[config.mk]
export PLATFORM = sky130hd
export DESIGN_NAME = wb_regfile_flat
export DESIGN_NICKNAME = d
export VERILOG_FILES = /design/src/rtl/wb_regfile_pkg.sv /design/src/rtl/wb_regfile_if.sv /design/src/rtl/wb_regfile_core.sv /design/src/rtl/wb_regfile.sv /design/src/flat_wrapper.sv
export SDC_FILE = /design/constraint.sdc
export NUM_CORES = 2
export LEC_CHECK = 0
export CORE_MARGIN = 2
export CORE_UTILIZATION = 51
export DETAILED_ROUTE_END_ITERATION = 8
export PLACE_DENSITY_LB_ADDON = 0.25
export SLEW_MARGIN = 5
export SYNTH_ARGS = -nofsm -noshare
export SYNTH_HDL_FRONTEND = slang
export SYNTH_SLANG_ARGS = --single-unit
[constraint.sdc]
create_clock -name clk -period 3.8 [get_ports clk]
set_input_delay 0.95 -clock clk [delete_from_list [all_inputs] [get_ports clk]]
set_output_delay 0.95 -clock clk [all_outputs]
set_load 0.02 [all_outputs]
[src/rtl/wb_regfile_pkg.sv]
// wb_regfile_pkg: shared CPU constants for the write-back register file.
package wb_regfile_pkg;
    localparam int DATA_W_DEF = 32;
    localparam int ADDR_W_DEF = 5;
    localparam int ZERO_REG   = 0;
    localparam int CNT_W      = 32;
endpackage

[src/rtl/wb_regfile_if.sv]
// wb_regfile_if: MEM-WB write-back, decode read ports and debug/status bundle.
interface wb_regfile_if
    import wb_regfile_pkg::*;
#(
    parameter int DATA_W = DATA_W_DEF,
    parameter int ADDR_W = ADDR_W_DEF
);
    logic              RegWrite_in;
    logic              MemtoReg_in;
    logic [DATA_W-1:0] MemData_in;
    logic [DATA_W-1:0] ALUData_in;
    logic [ADDR_W-1:0] WBregister_in;
    logic [ADDR_W-1:0] RSaddr_in;
    logic [ADDR_W-1:0] RTaddr_in;
    logic [DATA_W-1:0] RSdata_out;
    logic [DATA_W-1:0] RTdata_out;
    logic [DATA_W-1:0] WBdata_out;
    logic              WBvalid_out;
    logic [ADDR_W-1:0] dbg_addr_in;
    logic [DATA_W-1:0] dbg_data_out;
    logic [CNT_W-1:0]  wb_count_out;

    modport master (
        output RegWrite_in, MemtoReg_in, MemData_in, ALUData_in, WBregister_in,
        output RSaddr_in, RTaddr_in, dbg_addr_in,
        input  RSdata_out, RTdata_out, WBdata_out, WBvalid_out, dbg_data_out, wb_count_out
    );

    modport slave (
        input  RegWrite_in, MemtoReg_in, MemData_in, ALUData_in, WBregister_in,
        input  RSaddr_in, RTaddr_in, dbg_addr_in,
        output RSdata_out, RTdata_out, WBdata_out, WBvalid_out, dbg_data_out, wb_count_out
    );
endinterface

[src/rtl/wb_regfile_core.sv]
// regfile_core: 2^ADDR_W x DATA_W storage, one sync write port, three async read ports.
// Address 0 is hardwired to zero on every read and never written.
module regfile_core
    import wb_regfile_pkg::*;
#(
    parameter int DATA_W = DATA_W_DEF,
    parameter int ADDR_W = ADDR_W_DEF
) (
    input  logic              clk,
    input  logic              rst,
    input  logic              i_we,
    input  logic [ADDR_W-1:0] i_waddr,
    input  logic [DATA_W-1:0] i_wdata,
    input  logic [ADDR_W-1:0] i_ra_addr,
    input  logic [ADDR_W-1:0] i_rb_addr,
    input  logic [ADDR_W-1:0] i_rc_addr,
    output logic [DATA_W-1:0] o_ra_data,
    output logic [DATA_W-1:0] o_rb_data,
    output logic [DATA_W-1:0] o_rc_data
);
    localparam logic [ADDR_W-1:0] ZERO_A = ADDR_W'(ZERO_REG);

    logic [DATA_W-1:0] r_mem [2**ADDR_W];

    always_ff @(posedge clk) begin
        if (rst) begin
            for (int i = 0; i < 2**ADDR_W; i++) r_mem[i] <= '0;
        end else if (i_we && i_waddr != ZERO_A) begin
            r_mem[i_waddr] <= i_wdata;
        end
    end

    assign o_ra_data = (i_ra_addr == ZERO_A) ? '0 : r_mem[i_ra_addr];
    assign o_rb_data = (i_rb_addr == ZERO_A) ? '0 : r_mem[i_rb_addr];
    assign o_rc_data = (i_rc_addr == ZERO_A) ? '0 : r_mem[i_rc_addr];
endmodule

[src/rtl/wb_regfile.sv]
// wb_regfile: write-back select, write-to-read bypass and effective-write counter
// around regfile_core storage.
module wb_regfile
    import wb_regfile_pkg::*;
#(
    parameter int DATA_W = DATA_W_DEF,
    parameter int ADDR_W = ADDR_W_DEF
) (
    input logic         clk,
    input logic         rst,
    wb_regfile_if.slave bus
);
    localparam logic [ADDR_W-1:0] ZERO_A = ADDR_W'(ZERO_REG);

    logic [DATA_W-1:0] w_wb_data;
    logic              w_wb_valid;
    logic [DATA_W-1:0] w_rs_mem;
    logic [DATA_W-1:0] w_rt_mem;
    logic [CNT_W-1:0]  r_wb_count;

    assign w_wb_data  = bus.MemtoReg_in ? bus.MemData_in : bus.ALUData_in;
    assign w_wb_valid = bus.RegWrite_in && (bus.WBregister_in != ZERO_A);

    regfile_core #(.DATA_W(DATA_W), .ADDR_W(ADDR_W)) u_core (
        .clk       (clk),
        .rst       (rst),
        .i_we      (w_wb_valid),
        .i_waddr   (bus.WBregister_in),
        .i_wdata   (w_wb_data),
        .i_ra_addr (bus.RSaddr_in),
        .i_rb_addr (bus.RTaddr_in),
        .i_rc_addr (bus.dbg_addr_in),
        .o_ra_data (w_rs_mem),
        .o_rb_data (w_rt_mem),
        .o_rc_data (bus.dbg_data_out)
    );

    // Valid already excludes register 0, so bypass can never leak into address 0.
    assign bus.RSdata_out   = (w_wb_valid && bus.RSaddr_in == bus.WBregister_in) ? w_wb_data : w_rs_mem;
    assign bus.RTdata_out   = (w_wb_valid && bus.RTaddr_in == bus.WBregister_in) ? w_wb_data : w_rt_mem;
    assign bus.WBdata_out   = w_wb_data;
    assign bus.WBvalid_out  = w_wb_valid;
    assign bus.wb_count_out = r_wb_count;

    always_ff @(posedge clk) begin
        if (rst) r_wb_count <= '0;
        else if (w_wb_valid) r_wb_count <= r_wb_count + 1'b1;
    end
endmodule

[src/flat_wrapper.sv]
// flat-port wrapper written by rule: the top's interface ports become plain ports
module wb_regfile_flat import wb_regfile_pkg::*;
#(
    parameter int DATA_W = DATA_W_DEF,
    parameter int ADDR_W = ADDR_W_DEF
)
  (clk, rst, bus_RegWrite_in, bus_MemtoReg_in, bus_MemData_in, bus_ALUData_in, bus_WBregister_in, bus_RSaddr_in, bus_RTaddr_in, bus_dbg_addr_in, bus_RSdata_out, bus_RTdata_out, bus_WBdata_out, bus_WBvalid_out, bus_dbg_data_out, bus_wb_count_out);
  wb_regfile_if #(.DATA_W(DATA_W), .ADDR_W(ADDR_W)) bus_i ();
  input logic clk;
  input logic rst;
  input wire logic [$bits(bus_i.RegWrite_in)-1:0] bus_RegWrite_in;
  input wire logic [$bits(bus_i.MemtoReg_in)-1:0] bus_MemtoReg_in;
  input wire logic [$bits(bus_i.MemData_in)-1:0] bus_MemData_in;
  input wire logic [$bits(bus_i.ALUData_in)-1:0] bus_ALUData_in;
  input wire logic [$bits(bus_i.WBregister_in)-1:0] bus_WBregister_in;
  input wire logic [$bits(bus_i.RSaddr_in)-1:0] bus_RSaddr_in;
  input wire logic [$bits(bus_i.RTaddr_in)-1:0] bus_RTaddr_in;
  input wire logic [$bits(bus_i.dbg_addr_in)-1:0] bus_dbg_addr_in;
  output wire logic [$bits(bus_i.RSdata_out)-1:0] bus_RSdata_out;
  output wire logic [$bits(bus_i.RTdata_out)-1:0] bus_RTdata_out;
  output wire logic [$bits(bus_i.WBdata_out)-1:0] bus_WBdata_out;
  output wire logic [$bits(bus_i.WBvalid_out)-1:0] bus_WBvalid_out;
  output wire logic [$bits(bus_i.dbg_data_out)-1:0] bus_dbg_data_out;
  output wire logic [$bits(bus_i.wb_count_out)-1:0] bus_wb_count_out;
  assign bus_i.RegWrite_in = bus_RegWrite_in;
  assign bus_i.MemtoReg_in = bus_MemtoReg_in;
  assign bus_i.MemData_in = bus_MemData_in;
  assign bus_i.ALUData_in = bus_ALUData_in;
  assign bus_i.WBregister_in = bus_WBregister_in;
  assign bus_i.RSaddr_in = bus_RSaddr_in;
  assign bus_i.RTaddr_in = bus_RTaddr_in;
  assign bus_i.dbg_addr_in = bus_dbg_addr_in;
  assign bus_RSdata_out = bus_i.RSdata_out;
  assign bus_RTdata_out = bus_i.RTdata_out;
  assign bus_WBdata_out = bus_i.WBdata_out;
  assign bus_WBvalid_out = bus_i.WBvalid_out;
  assign bus_dbg_data_out = bus_i.dbg_data_out;
  assign bus_wb_count_out = bus_i.wb_count_out;
  wb_regfile #(.DATA_W(DATA_W), .ADDR_W(ADDR_W)) u_core (.clk(clk), .rst(rst), .bus(bus_i));
endmodule
==> qor.csv <==
metric;value;unit
outcome;finished with violations;
failing checks;negative setup slack;
standard cell core area;120000;um2
HPWL Detailed;166000;um
leading area contributor after synthesis;edfxtp_1;
worst min-delay path class;flop to flop;
Max stage delay on crit path;0.29;ns
num ports;249;
Worst path depth;11;
worst hold slack;0.509;ns
TritonRoute pass-1 iters;8;
Post-Syn Area;61900;um2
Slew Limit Fails;0;
Chip Height;352;um
routed len/inst;40.0;um
fin nets;5207;
Max-slew headroom;36.1;%
drc violations;0;
Hold Buf Count CTS;0;
H-tree depth;3;
met3 Resource Use GR;17.5;%
Netlist cell types;50;
layout cells sized above 1;46.8;%
Worst Max-Slew Pin Slew;0.959;ns
share of the synthesized area in the top cell type;49.7;%
All-Layer GR Usage;43.2;%
Final Instance Area;81000;um2
Root Driver;clkbuf_16;
R2R cell count;6;
Die ar.;124000;um2
most frequent cells in the layout;nor2_1, edfxtp_1, mux4_2, buf_4, a22oi_2;
critical path startpoint category;input pin;
reg2reg setup slack;1.52;ns
crit path cell chain;buf_16 -> buf_16 -> buf_16 -> buf_16 -> buf_4 -> mux4_2 -> a22oi_1 -> nand2_1 -> a22oi_2 -> a21oi_1 -> buf_4;
# rows;127;
Top cell by count, worst path;buf_16;
Cells after DPL;6374;
Initial DRC Count;10300;
final design utilization;67.4;%
Post-synth EDFFs;1024;
CTS max path bufs;3;
commonest non-fill, non-tap cell in the layout;nor2_1;
RSZ-0062 raised after global routing;yes;
sequential area share after synthesis;50.7;%
vias in the first global route;50300;
largest net degree at the start of global routing;75;
asr flop ratio synth;0;%
Storage cell area;31400;um2
CTS Buf Count;116;
FILL cells;8147;
Worst EP arrival;3.14;ns
yosys warns;0;
I/O Buffers;248;
CP required;2.85;ns
final period utilization;108;%
worst-path fanout max;8;
Pleak;29.1;nW
vias after detailed routing;51200;
clk_lat worst skew;0.74;ns
ys flop type;edfxtp_1;
Global Route met2 Usage;62.9;%
Area Overhead vs Synth;30.9;%
Crit-path slowest cell;mux4_2;
Worst Clk Skew;0.0192;ns
Pwr Total;32.6;mW
die span in x;352;um
global-route wire length before repair;375000;um
GPL Wtd Cong;1.00;
TritonCTS Sinks;1056;
multi-input combinational cell area;30700;um2
top post-synthesis cells by area;edfxtp_1, mux4_2, nor2_1, a22oi_1, clkbuf_1;
max frequency;244;MHz
Crit Path Category;input pin to primary output;
Worst VDD drop;0.459;mV
Routed Antenna Nets;0;
DRT Wirelength;273000;um
GR Util met1;52.4;%
initial antenna violation count;5;
Worst Setup Slack, final;-0.292;ns
WHS Path Cells;2;
Max-Cap Viols;0;
Seq cells post-synth;1056;
Final Hold Fails;0;
WP buf/inv;6;
clock-pin slew on the worst setup and hold paths;0.06;ns
gr ovfl total;0;
dpl cell area;71500;um2
CTS tree;yes;
gr busiest metal;met2;
CP endpoint kind;primary output;
vias per cell;7.50;
post-synthesis area per instance;14.2;um2
fin cells;6832;
pwr/cell area;403;nW/um2
minimum clock period;4.09;ns
synthesized netlist cell count;4369;
Starting Density;51.5;%
delay-heaviest family, CP;buffers and inverters;
Setup Viol. Count Final;71;
==> metrics by stage <==
stage          TNS, ns  setup WS [ns]
2_1_floorplan        0          0.130
3_3_place_gp    -56.75          -1.05
3_5_place_dp    -56.91          -1.05
4_1_cts          -3.48         -0.143
5_1_grt          -5.85         -0.259
6_report         -5.19         -0.292
==> path summary, 6_finish.rpt <==
kind,end,from
max,bus_RTdata_out[9],bus_RTaddr_in[1]
min,u_core.bus.wb_count_out[31],u_core.bus.wb_count_out[31]
max reg2reg,u_core.bus.wb_count_out[30],u_core.bus.wb_count_out[0]
min reg2reg,u_core.bus.wb_count_out[31],u_core.bus.wb_count_out[31]
==> metal layers <==
layer  up-vias  wire [um]  part of all wire [%]
li1      18700          -                     -
met5         -        139                 0.051
met2      5985     117000                    43
met3      1480      49300                    18
met4        10      25100                   9.2
met1     25100      81300                    30
==> cell type report <==
cell class / count / share of cell area [%]
Sequential cell: 1056 / 38.7
Multi-Input combinational cell: 2789 / 37.9
Timing Repair Buffer: 1082 / 15.8
Tap cell: 1612 / 2.49
Antenna cell: 2 / 0.00618
Inverter: 73 / 0.354
Clock buffer: 144 / 3.83
Clock inverter: 74 / 0.800
==> Yosys cell counts, types with 4 or more instances <==
cell and count:
buf_4 21, nand3_1 13, a21oi_1 76, mux4_2 832, edfxtp_1 1024, nand4_2 4
xnor2_1 8, buf_1 23, o21ai_1 32, a22oi_1 310, or3_1 8, buf_2 116
xor2_1 20, inv_1 72, clkbuf_1 314, nor2b_1 14, nand2_1 213, nand2b_1 33
nand4_1 14, nor2_1 1089, and2_0 4, buf_6 8, dfxtp_1 32, mux2i_1 37
o21ai_0 10
==> what timing repair did <==
action                                  CTS  global route
endpoints found under the setup margin   97            92
pin swaps                               142           130
hold endpoints to repair                  0             0
setup buffers                           167            54
gates cloned                             39            12
gates resized for setup                 833           316
==> power by group <==
group          internal, mW  switching, mW
clock                  6.44           4.92
combinational          3.44           3.90
sequential             13.4          0.521
==> sequential cells by signal (all words and copies together), names as in the netlist <==
name / cells
u_core.bus.wb_count_out: 32
u_core.u_core.r_mem: 1024
==> logic make-up (layout without fill, tap and decap cells) <==
kind of cell | after synthesis | after routing | synth area share, %
buffers and inverters | 555 | 1373 | 3.82
other | 1 | 34 | 0.00606
AOI/OAI and AO/OA | 440 | 440 | 4.97
xor gates and xnor gates | 28 | 28 | 0.396
DFF | 1056 | 1056 | 50.7
muxes | 874 | 874 | 31.0
adders and majority gates | 1 | 1 | 0.0202
and+or+nand+nor | 1414 | 1414 | 9.13
==> worst register-to-register path: cells and delay by family (launching register included) <==
| family | cells | cell delay (ns) |
|---|---|---|
| adder cells (fa/ha/maj) | 1 | 0.30 |
| AO/OA/AOI/OAI | 2 | 0.56 |
| flip-flops | 1 | 0.46 |
| AND/OR/NAND/NOR | 3 | 0.88 |
(Power assumes the default switching activity.)
